--- config.mk ---
export PLATFORM = sky130hd
export DESIGN_NAME = and_operand_loader
export DESIGN_NICKNAME = d
export VERILOG_FILES = /design/src/rtl/and_loader_pkg.sv /design/src/rtl/and_operand_loader_byte_assembler.sv /design/src/rtl/and_operand_loader.sv
export SDC_FILE = /design/constraint.sdc
export NUM_CORES = 1
export LEC_CHECK = 0
export CAP_MARGIN = 15
export CORE_MARGIN = 5
export CORE_UTILIZATION = 50
export CTS_BUF_LIST = sky130_fd_sc_hd__clkbuf_8
export CTS_CLUSTER_SIZE = 25
export DETAILED_ROUTE_END_ITERATION = 10
export GPL_TIMING_DRIVEN = 0
export PLACE_DENSITY = 0.85
export SLEW_MARGIN = 15
export SYNTH_ARGS = -nofsm -noshare
export SYNTH_HDL_FRONTEND = slang
export SYNTH_SLANG_ARGS = --single-unit
--- constraint.sdc ---
create_clock -name clk -period 3.25 [get_ports clk]
set_clock_uncertainty 0.2 [all_clocks]
set_input_delay 0.975 -clock clk [delete_from_list [all_inputs] [get_ports clk]]
set_output_delay 0.975 -clock clk [all_outputs]
set_load 0.02 [all_outputs]
--- src/rtl/and_loader_pkg.sv ---
// Shared constants for the and_operand_loader slice: FSM state encodings,
// byte-index width and the default inter-byte timeout.
package and_loader_pkg;

  // FSM state encodings
  localparam logic [1:0] LOAD_A  = 2'd0;
  localparam logic [1:0] LOAD_B  = 2'd1;
  localparam logic [1:0] PRESENT = 2'd2;

  // WIDTH tops out at 32 bits, so an operand never needs more than 4 bytes
  localparam int MAX_NBYTES = 4;
  localparam int IDX_W      = $clog2(MAX_NBYTES);

  // Inter-byte timeout, in clk cycles, when the timeout build option is used
  localparam int DEFAULT_TIMEOUT_CYCLES = 50000000;

endpackage

--- src/rtl/and_operand_loader_byte_assembler.sv ---
// byte_assembler: WIDTH-bit register that drops an incoming byte into the
// byte lane selected by idx (little-endian). Bits of the top lane beyond
// WIDTH are discarded. nxt is the value the register takes if load is high
// this cycle, so a consumer can capture the finished operand on the same
// edge as its final byte.
module byte_assembler
  import and_loader_pkg::*;
#(
  parameter int WIDTH  = 4,
  parameter int NBYTES = (WIDTH + 7) / 8
) (
  input  logic             clk,
  input  logic             clr,
  input  logic             load,
  input  logic [IDX_W-1:0] idx,
  input  logic [7:0]       data,
  output logic [WIDTH-1:0] value,
  output logic [WIDTH-1:0] nxt
);

  localparam int PAD_W = NBYTES * 8;

  logic [PAD_W-1:0] wide;
  logic             unused_wide;

  // Merge the incoming byte into its lane over a byte-padded copy of value
  always_comb begin
    wide = '0;
    wide[WIDTH-1:0] = value;
    for (int k = 0; k < NBYTES; k++) begin
      if (int'(idx) == k) begin
        wide[k*8 +: 8] = data;
      end
    end
  end

  assign nxt         = wide[WIDTH-1:0];
  assign unused_wide = ^wide;

  // Operand register: cleared on request, otherwise loads the merged value
  always_ff @(posedge clk) begin
    if (clr) begin
      value <= '0;
    end else if (load) begin
      value <= nxt;
    end
  end

endmodule

--- src/rtl/and_operand_loader.sv ---
// and_operand_loader: assembles operands a and b from a byte stream and
// presents the pair to basic_and with a valid/ready handshake. a/b only
// change when a complete pair is ready; they never show partial shifts.
// Build option AND_OPERAND_LOADER_TIMEOUT_EN adds an inter-byte timeout
// that abandons a partial frame and pulses frame_err; without it frame_err
// is tied low and a partial frame waits indefinitely.
module and_operand_loader
  import and_loader_pkg::*;
#(
  parameter int WIDTH          = 4,
  parameter int NBYTES         = (WIDTH + 7) / 8,
  parameter int TIMEOUT_CYCLES = DEFAULT_TIMEOUT_CYCLES
) (
  input  logic             clk,
  input  logic             rst_n,
  input  logic [7:0]       in_data,
  input  logic             in_valid,
  output logic             in_ready,
  output logic [WIDTH-1:0] a,
  output logic [WIDTH-1:0] b,
  output logic             op_valid,
  input  logic             op_ready,
  output logic             frame_err
);

  logic [1:0]       state;
  logic [IDX_W-1:0] idx;
  logic             accept;
  logic             last_byte;
  logic             load_a;
  logic             load_b;
  logic             abort;
  logic             asm_clr;
  logic [WIDTH-1:0] a_shift;
  logic [WIDTH-1:0] unused_a_nxt;
  logic [WIDTH-1:0] b_shift;
  logic [WIDTH-1:0] b_nxt;

  // No bypass: bytes are refused for the whole PRESENT cycle(s)
  assign in_ready  = (state != PRESENT);
  assign op_valid  = (state == PRESENT);
  assign accept    = in_valid && in_ready;
  assign last_byte = (idx == IDX_W'(NBYTES - 1));
  assign load_a    = accept && (state == LOAD_A);
  assign load_b    = accept && (state == LOAD_B);
  assign asm_clr   = !rst_n || abort;

  byte_assembler #(.WIDTH(WIDTH), .NBYTES(NBYTES)) u_asm_a (
    .clk   (clk),
    .clr   (asm_clr),
    .load  (load_a),
    .idx   (idx),
    .data  (in_data),
    .value (a_shift),
    .nxt   (unused_a_nxt)
  );

  byte_assembler #(.WIDTH(WIDTH), .NBYTES(NBYTES)) u_asm_b (
    .clk   (clk),
    .clr   (asm_clr),
    .load  (load_b),
    .idx   (idx),
    .data  (in_data),
    .value (b_shift),
    .nxt   (b_nxt)
  );

`ifdef AND_OPERAND_LOADER_TIMEOUT_EN
  logic [31:0] tmo_cnt;
  logic        tmo_running;

  // A frame is in flight once the first A byte has landed
  assign tmo_running = ((state == LOAD_A) && (idx != '0)) || (state == LOAD_B);
  // An accepted byte on the expiry cycle wins over the abort
  assign abort = tmo_running && !accept && (tmo_cnt == 32'(TIMEOUT_CYCLES - 1));

  // Inter-byte idle counter, restarted by every accepted byte
  always_ff @(posedge clk) begin
    if (!rst_n || !tmo_running || accept) begin
      tmo_cnt <= '0;
    end else begin
      tmo_cnt <= tmo_cnt + 32'd1;
    end
  end

  // frame_err is a one-cycle pulse following the abort edge
  always_ff @(posedge clk) begin
    if (!rst_n) begin
      frame_err <= 1'b0;
    end else begin
      frame_err <= abort;
    end
  end
`else
  localparam int unused_timeout = TIMEOUT_CYCLES;

  assign abort     = 1'b0;
  assign frame_err = 1'b0;
`endif

  // Frame sequencing: fill A, fill B, then hold the pair until accepted
  always_ff @(posedge clk) begin
    if (!rst_n) begin
      state <= LOAD_A;
      idx   <= '0;
    end else if (abort) begin
      state <= LOAD_A;
      idx   <= '0;
    end else begin
      case (state)
        LOAD_A: begin
          if (accept) begin
            if (last_byte) begin
              idx   <= '0;
              state <= LOAD_B;
            end else begin
              idx <= idx + 1'b1;
            end
          end
        end
        LOAD_B: begin
          if (accept) begin
            if (last_byte) begin
              idx   <= '0;
              state <= PRESENT;
            end else begin
              idx <= idx + 1'b1;
            end
          end
        end
        PRESENT: begin
          if (op_ready) begin
            state <= LOAD_A;
          end
        end
        default: begin
          state <= LOAD_A;
          idx   <= '0;
        end
      endcase
    end
  end

  // Output operands publish only when the final B byte lands
  always_ff @(posedge clk) begin
    if (!rst_n) begin
      a <= '0;
      b <= '0;
    end else if (load_b && last_byte) begin
      a <= a_shift;
      b <= b_nxt;
    end
  end

endmodule

== After elaboration in Yosys (flattened, before gate mapping) ==
Cells that the tools add are included.

* Word-level logic and storage cells: 38
* Register bits: 20
* Output and inout port bits: 11

* Add/sub/neg operators: 1
* Multiplexer cells: 10
* Reduce and logical (&&, ||, !) cells: 11
* Bitwise logic cells: 1
* Equal/unequal tests: 9

{| class="wikitable"
|+ Operator list
! cell !! number
|-
| $mux 2 || 7
|-
| $ne 2x2->1 const B || 5
|-
| $logic_not 2->1 || 3
|-
| $pmux 2 s3 || 1
|-
| $reduce_and 5->1 || 1
|-
| $logic_and 1x1->1 || 4
|-
| $mux 4 || 1
|-
| $ne 2x1->1 const B || 2
|-
| $pmux 2 s2 || 1
|-
| $reduce_and 2->1 || 2
|-
| $add 2x1->2 const B || 1
|-
| $eq 2x1->1 const B || 1
|-
| $eq 2x2->1 const B || 1
|-
| $reduce_or 2->1 || 1
|-
| $not 1->1 || 1
|}

== Logic depth before layout (Yosys ltp) ==
* Depth after elaboration: 4
* Mapped depth: 5
* Mapped depth without buffers: 4

== By module ==
From an unflattened synthesis, not the netlist that was laid out.

* Cell total of the unflattened synthesis: 110
* Area, all modules: 1062.3 um2

{| class="wikitable"
|+ By module, submodules not included
! module !! area an instance (um2) !! cells each !! instances
|-
| and_operand_loader || 581.8 || 66 || 1
|-
| byte_assembler || 240.2 || 22 || 2
|}

== Worst setup path before layout ==
Ideal clock, no wire load.

* Kind: reg2out
* Start point: register state[0]
* End point: output port op_valid
* Cell stages (with the launch flop): 3
* Arrival time: 0.818 ns
* Buffers on the path: 0
* Slack: 1.257 ns
* Required time: 2.075 ns
* Cell sequence: dfxtp_1 -> nand2b_1 -> inv_1

* Longest elaborated chain between the ends: 1

{| class="wikitable"
|+ RTL lines
! what !! RTL line !! source
|-
| from (decl) || and_operand_loader.sv:26 || <nowiki>logic [1:0] state;</nowiki>
|-
| from (signal assigned) || and_operand_loader.sv:104 || <nowiki>state <= LOAD_A;</nowiki>
|-
| from (signal assigned) || and_operand_loader.sv:107 || <nowiki>state <= LOAD_A;</nowiki>
|-
| from (signal assigned) || and_operand_loader.sv:115 || <nowiki>state <= LOAD_B;</nowiki>
|-
| $eq 2x2->1 || and_operand_loader.sv:41 || <nowiki>assign op_valid = (state == PRESENT);</nowiki>
|-
| to (decl) || and_operand_loader.sv:21 || <nowiki>output logic op_valid,</nowiki>
|}

No other way between the ends.

== Worst setup path after layout ==
* Start point: register state[0]
* End point: output port in_ready

* Longest elaborated chain between the ends: 1

{| class="wikitable"
|+ RTL lines
! what !! RTL line !! source
|-
| $ne 2x2->1 || and_operand_loader.sv:40 || <nowiki>assign in_ready = (state != PRESENT);</nowiki>
|-
| to (decl) || and_operand_loader.sv:18 || <nowiki>output logic in_ready,</nowiki>
|}

No other way between the ends.

==> flow_summary_export.csv <==
group,metric,value,unit
global_route,grt_remaining_overflow,0,
clocking,clkLatencyLatePin,0.25,ns
placed_design,gpl.final_weighted_congestion,0.768,
clocking,cts_max_path_buffers,2,
global_route,global_route.usage.total,15.2,%
finish,area.growth.synth_to_final,32.4,%
routing,firstDrtPassIters,5,
timing,final.setup.worst_slack,0.620,ns
floorplanning,chipHeight,48.0,µm
status,status,"finished clean",
placed_design,pre_cts_setup_slack,0.773,ns
clocking,clock_sinks,16,
timing,worst_hold_slack,0.261,ns
floorplanning,die-area,0.00231,mm²
global_route,globalRouteMet2Util,25.6,%
placed_design,placedCellCount,104,
flow_run,number_of_max_cap_violations,0,
worst_setup_path,worstRegToRegCells,5,
routing,detailedRoute.firstIterationViolations,5,
worst_setup_path,cp-start-kind,"register",
clocking,holdBufCountCts,0,
power_and_ir_drop,sequentialPowerShare,47.5,%
worst_setup_path,setup.reg_to_reg.worst_slack,1.66,ns
timing,rsz0062_at_grt,"no",
power_and_ir_drop,ir_drop,400,µV
finish,final_nets,108,
routing,route.antenna.remaining_nets,0,
global_route,antenna_found_initial,0,
worst_setup_path,cp_data_arrival_time,1.45,ns
floorplanning,chipWidth,48.0,µm
power_and_ir_drop,power_frac_clock,39.8,%
timing,final_number_of_setup_violating_endpoints,0,
placed_design,detailedPlacementHpwl,1.02,mm
timing,pins_over_their_slew_limit,0,
worst_setup_path,worst-setup-path-type,"register to primary output",
routing,routed-via-count,556,
timing,finalHoldViolCount,0,
timing,timing.fmax,0.380,GHz
global_route,via_count_of_the_first_global_routing_pass,553,
placed_design,placement.io_buffers,16,
power_and_ir_drop,power.density,460,mW/mm²
finish,post-route-util,71.8,%
global_route,grt_pass1_wl,2.30,mm
routing,wire_per_inst,12.4,µm
power_and_ir_drop,switching_power,97.8,µW
finish,antenna_cells_inserted,0,
worst_setup_path,cp-end-kind,"primary output",
routing,postRouteWirelength,1.34,mm
clocking,cts_buffers,3,
power_and_ir_drop,internal_power,342,µW
floorplanning,start_util,54.2,%
clocking,path_clk_slew,0.06,ns
clocking,postCtsSetupRepairBufs,0,
finish,final_layout_size_suffix_gt1_share,14.0,%
finish,fill_cells,108,
worst_setup_path,crit-reg2reg-launch,"idx[0]",
worst_setup_path,critPathMaxFanout,7,
global_route,top_usage_layer,"met2",
worst_setup_path,cp.required,2.07,ns
worst_setup_path,timing.rr.end,"u_asm_a.value[3]",
worst_hold_path,hold_class,"register to register",
global_route,grt_use_met1,15.1,%
yosys,yosysSeqAreaShare,44.3,%
clocking,tritoncts,"built",
floorplanning,fp.coreArea,0.00133,mm²
clocking,cts.htree.levels,1,
yosys,syn_nets,87,
yosys,syn-cell-area,723,µm²
yosys,ys_ff_latch,16,
worst_setup_path,critical_path.startpoint,"state[0]",
yosys,ys.warnings.count,0,
yosys,syn_area_per_cell,9.91,µm²
power_and_ir_drop,share_comb_of_total_power,12.7,%
timing,min_period,2.63,ns
global_route,grt_max_degree,11,
clocking,clk_root_buffer_cell,"clkbuf_8",
timing,tns,0,ns
worst_setup_path,timing.critical_path.to,"in_ready",
yosys,synthesis.instances,73,
floorplanning,std_cell_rows,13,
timing,finalCritPeriodShare,80.9,%
routing,drc,0,
routing,vias_per_cell,5.15,
power_and_ir_drop,total_leakage_power,0.000422,µW
power_and_ir_drop,switching_share,22.2,%
finish,finish.cell_count_without_fillers,108,
floorplanning,boundaryPins,23,
global_route,grt.met3_usage,6.77,%
clocking,post_cts_resize_count,0,
yosys,yosysUniqueCellTypes,20,
## stage by stage
step	instance area (µm²)	total power, µW
final	957	440
after global routing	957	464
after CTS	957	447
after detailed placement	902	270
after global placement	902	268
after floorplan	723	248
## power by group through the flow
stage | Combinational [µW] | Sequential (µW) | Clock, µW
final | 55.7 | 209 | 175
after global placement | 55.1 | 213 | 0
after floorplan | 32.6 | 216 | 0
after global routing | 60.4 | 210 | 193
after detailed placement | 56.3 | 214 | 0
after CTS | 56.6 | 209 | 181
## placed cells by master (no fill, tap or decap)
cell	instances
nand2_1	20
dfxtp_1	16
clkdlybuf4s50_1	16
mux2i_1	12
clkbuf_8	5
inv_1	3
nand2b_1	3
buf_4	3
o22ai_1	2
ha_1	2
buf_2	1
nand4b_4	1
buf_6	1
nor4bb_1	1
a21bo_2	1
nand3b_1	1
a21oi_1	1
or3b_1	1
a21boi_1	1
mux2_2	1
conb_1	1
## layer usage
layer	part of all wire, %	wire (µm)	vias to the layer above
li1	-	-	275
met1	38	510	262
met2	51	691	15
met3	8.0	107	4
met4	2.4	32	0
met5	0	0	-
## cell families (layout without fill, tap and decap cells)
group | after synthesis | in the layout | synth area share, %
AO/OA/AOI/OAI | 5 | 5 | 4.84
buffers and inverters | 9 | 29 | 8.82
flip-flops | 16 | 16 | 44.3
multiplexers | 13 | 13 | 18.2
other | 1 | 1 | 0.519
adder cells (fa/ha/maj) | 2 | 2 | 3.46
AND/OR/NAND/NOR | 27 | 27 | 19.9
## cell type report
| type | count | area, µm² | area share (%) |
|---|---|---|---|
| multi-input cells | 48 | 339 | 35.4 |
| flip-flops and latches | 16 | 320 | 33.5 |
| clock buffers | 4 | 55.1 | 5.75 |
| inverters | 3 | 11.3 | 1.18 |
| well taps | 15 | 18.8 | 1.96 |
| plain buffers | 6 | 52.6 | 5.49 |
| repair buffers | 16 | 160 | 16.7 |
## worst min-delay path by stage
stage                     start   end  slack, ns  depth (start not counted)
3_3_place_gp               b[1]  b[1]       0.24                          2
4_1_cts                    a[3]  a[3]       0.27                          2
2_1_floorplan  u_asm_a.value[0]  a[0]       0.24                          2
3_5_place_dp               b[0]  b[0]       0.26                          2
5_1_grt                    a[3]  a[3]       0.30                          2
6_report                   a[2]  a[2]       0.26                          2
## worst max-delay path, cell delays in order, from the launching register on
cell	delay [ns]
dfxtp_1	0.45
nand2b_1	0.16
clkdlybuf4s50_1	0.60
## Yosys cell counts
library cell / n / area share [%]
a21oi_1: 1 / 0.69
mux2_2: 1 / 1.6
buf_6: 1 / 1.6
nand2_1: 20 / 10
nand4b_4: 1 / 3.3
dfxtp_1: 16 / 44
nand3b_1: 1 / 1.0
clkbuf_8: 1 / 1.9
mux2i_1: 12 / 17
a21bo_2: 1 / 1.4
conb_1: 1 / 0.52
o22ai_1: 2 / 1.7
a21boi_1: 1 / 1.0
inv_1: 3 / 1.6
nor4bb_1: 1 / 1.4
nand2b_1: 3 / 2.6
or3b_1: 1 / 1.2
buf_4: 3 / 3.1
buf_2: 1 / 0.69
ha_1: 2 / 3.5
## state kept, by name, indices dropped and copies added (netlist names)
name           flops
state              2
idx                2
u_asm_a.value      4
a                  4
b                  4
(Power assumes the default switching activity.)
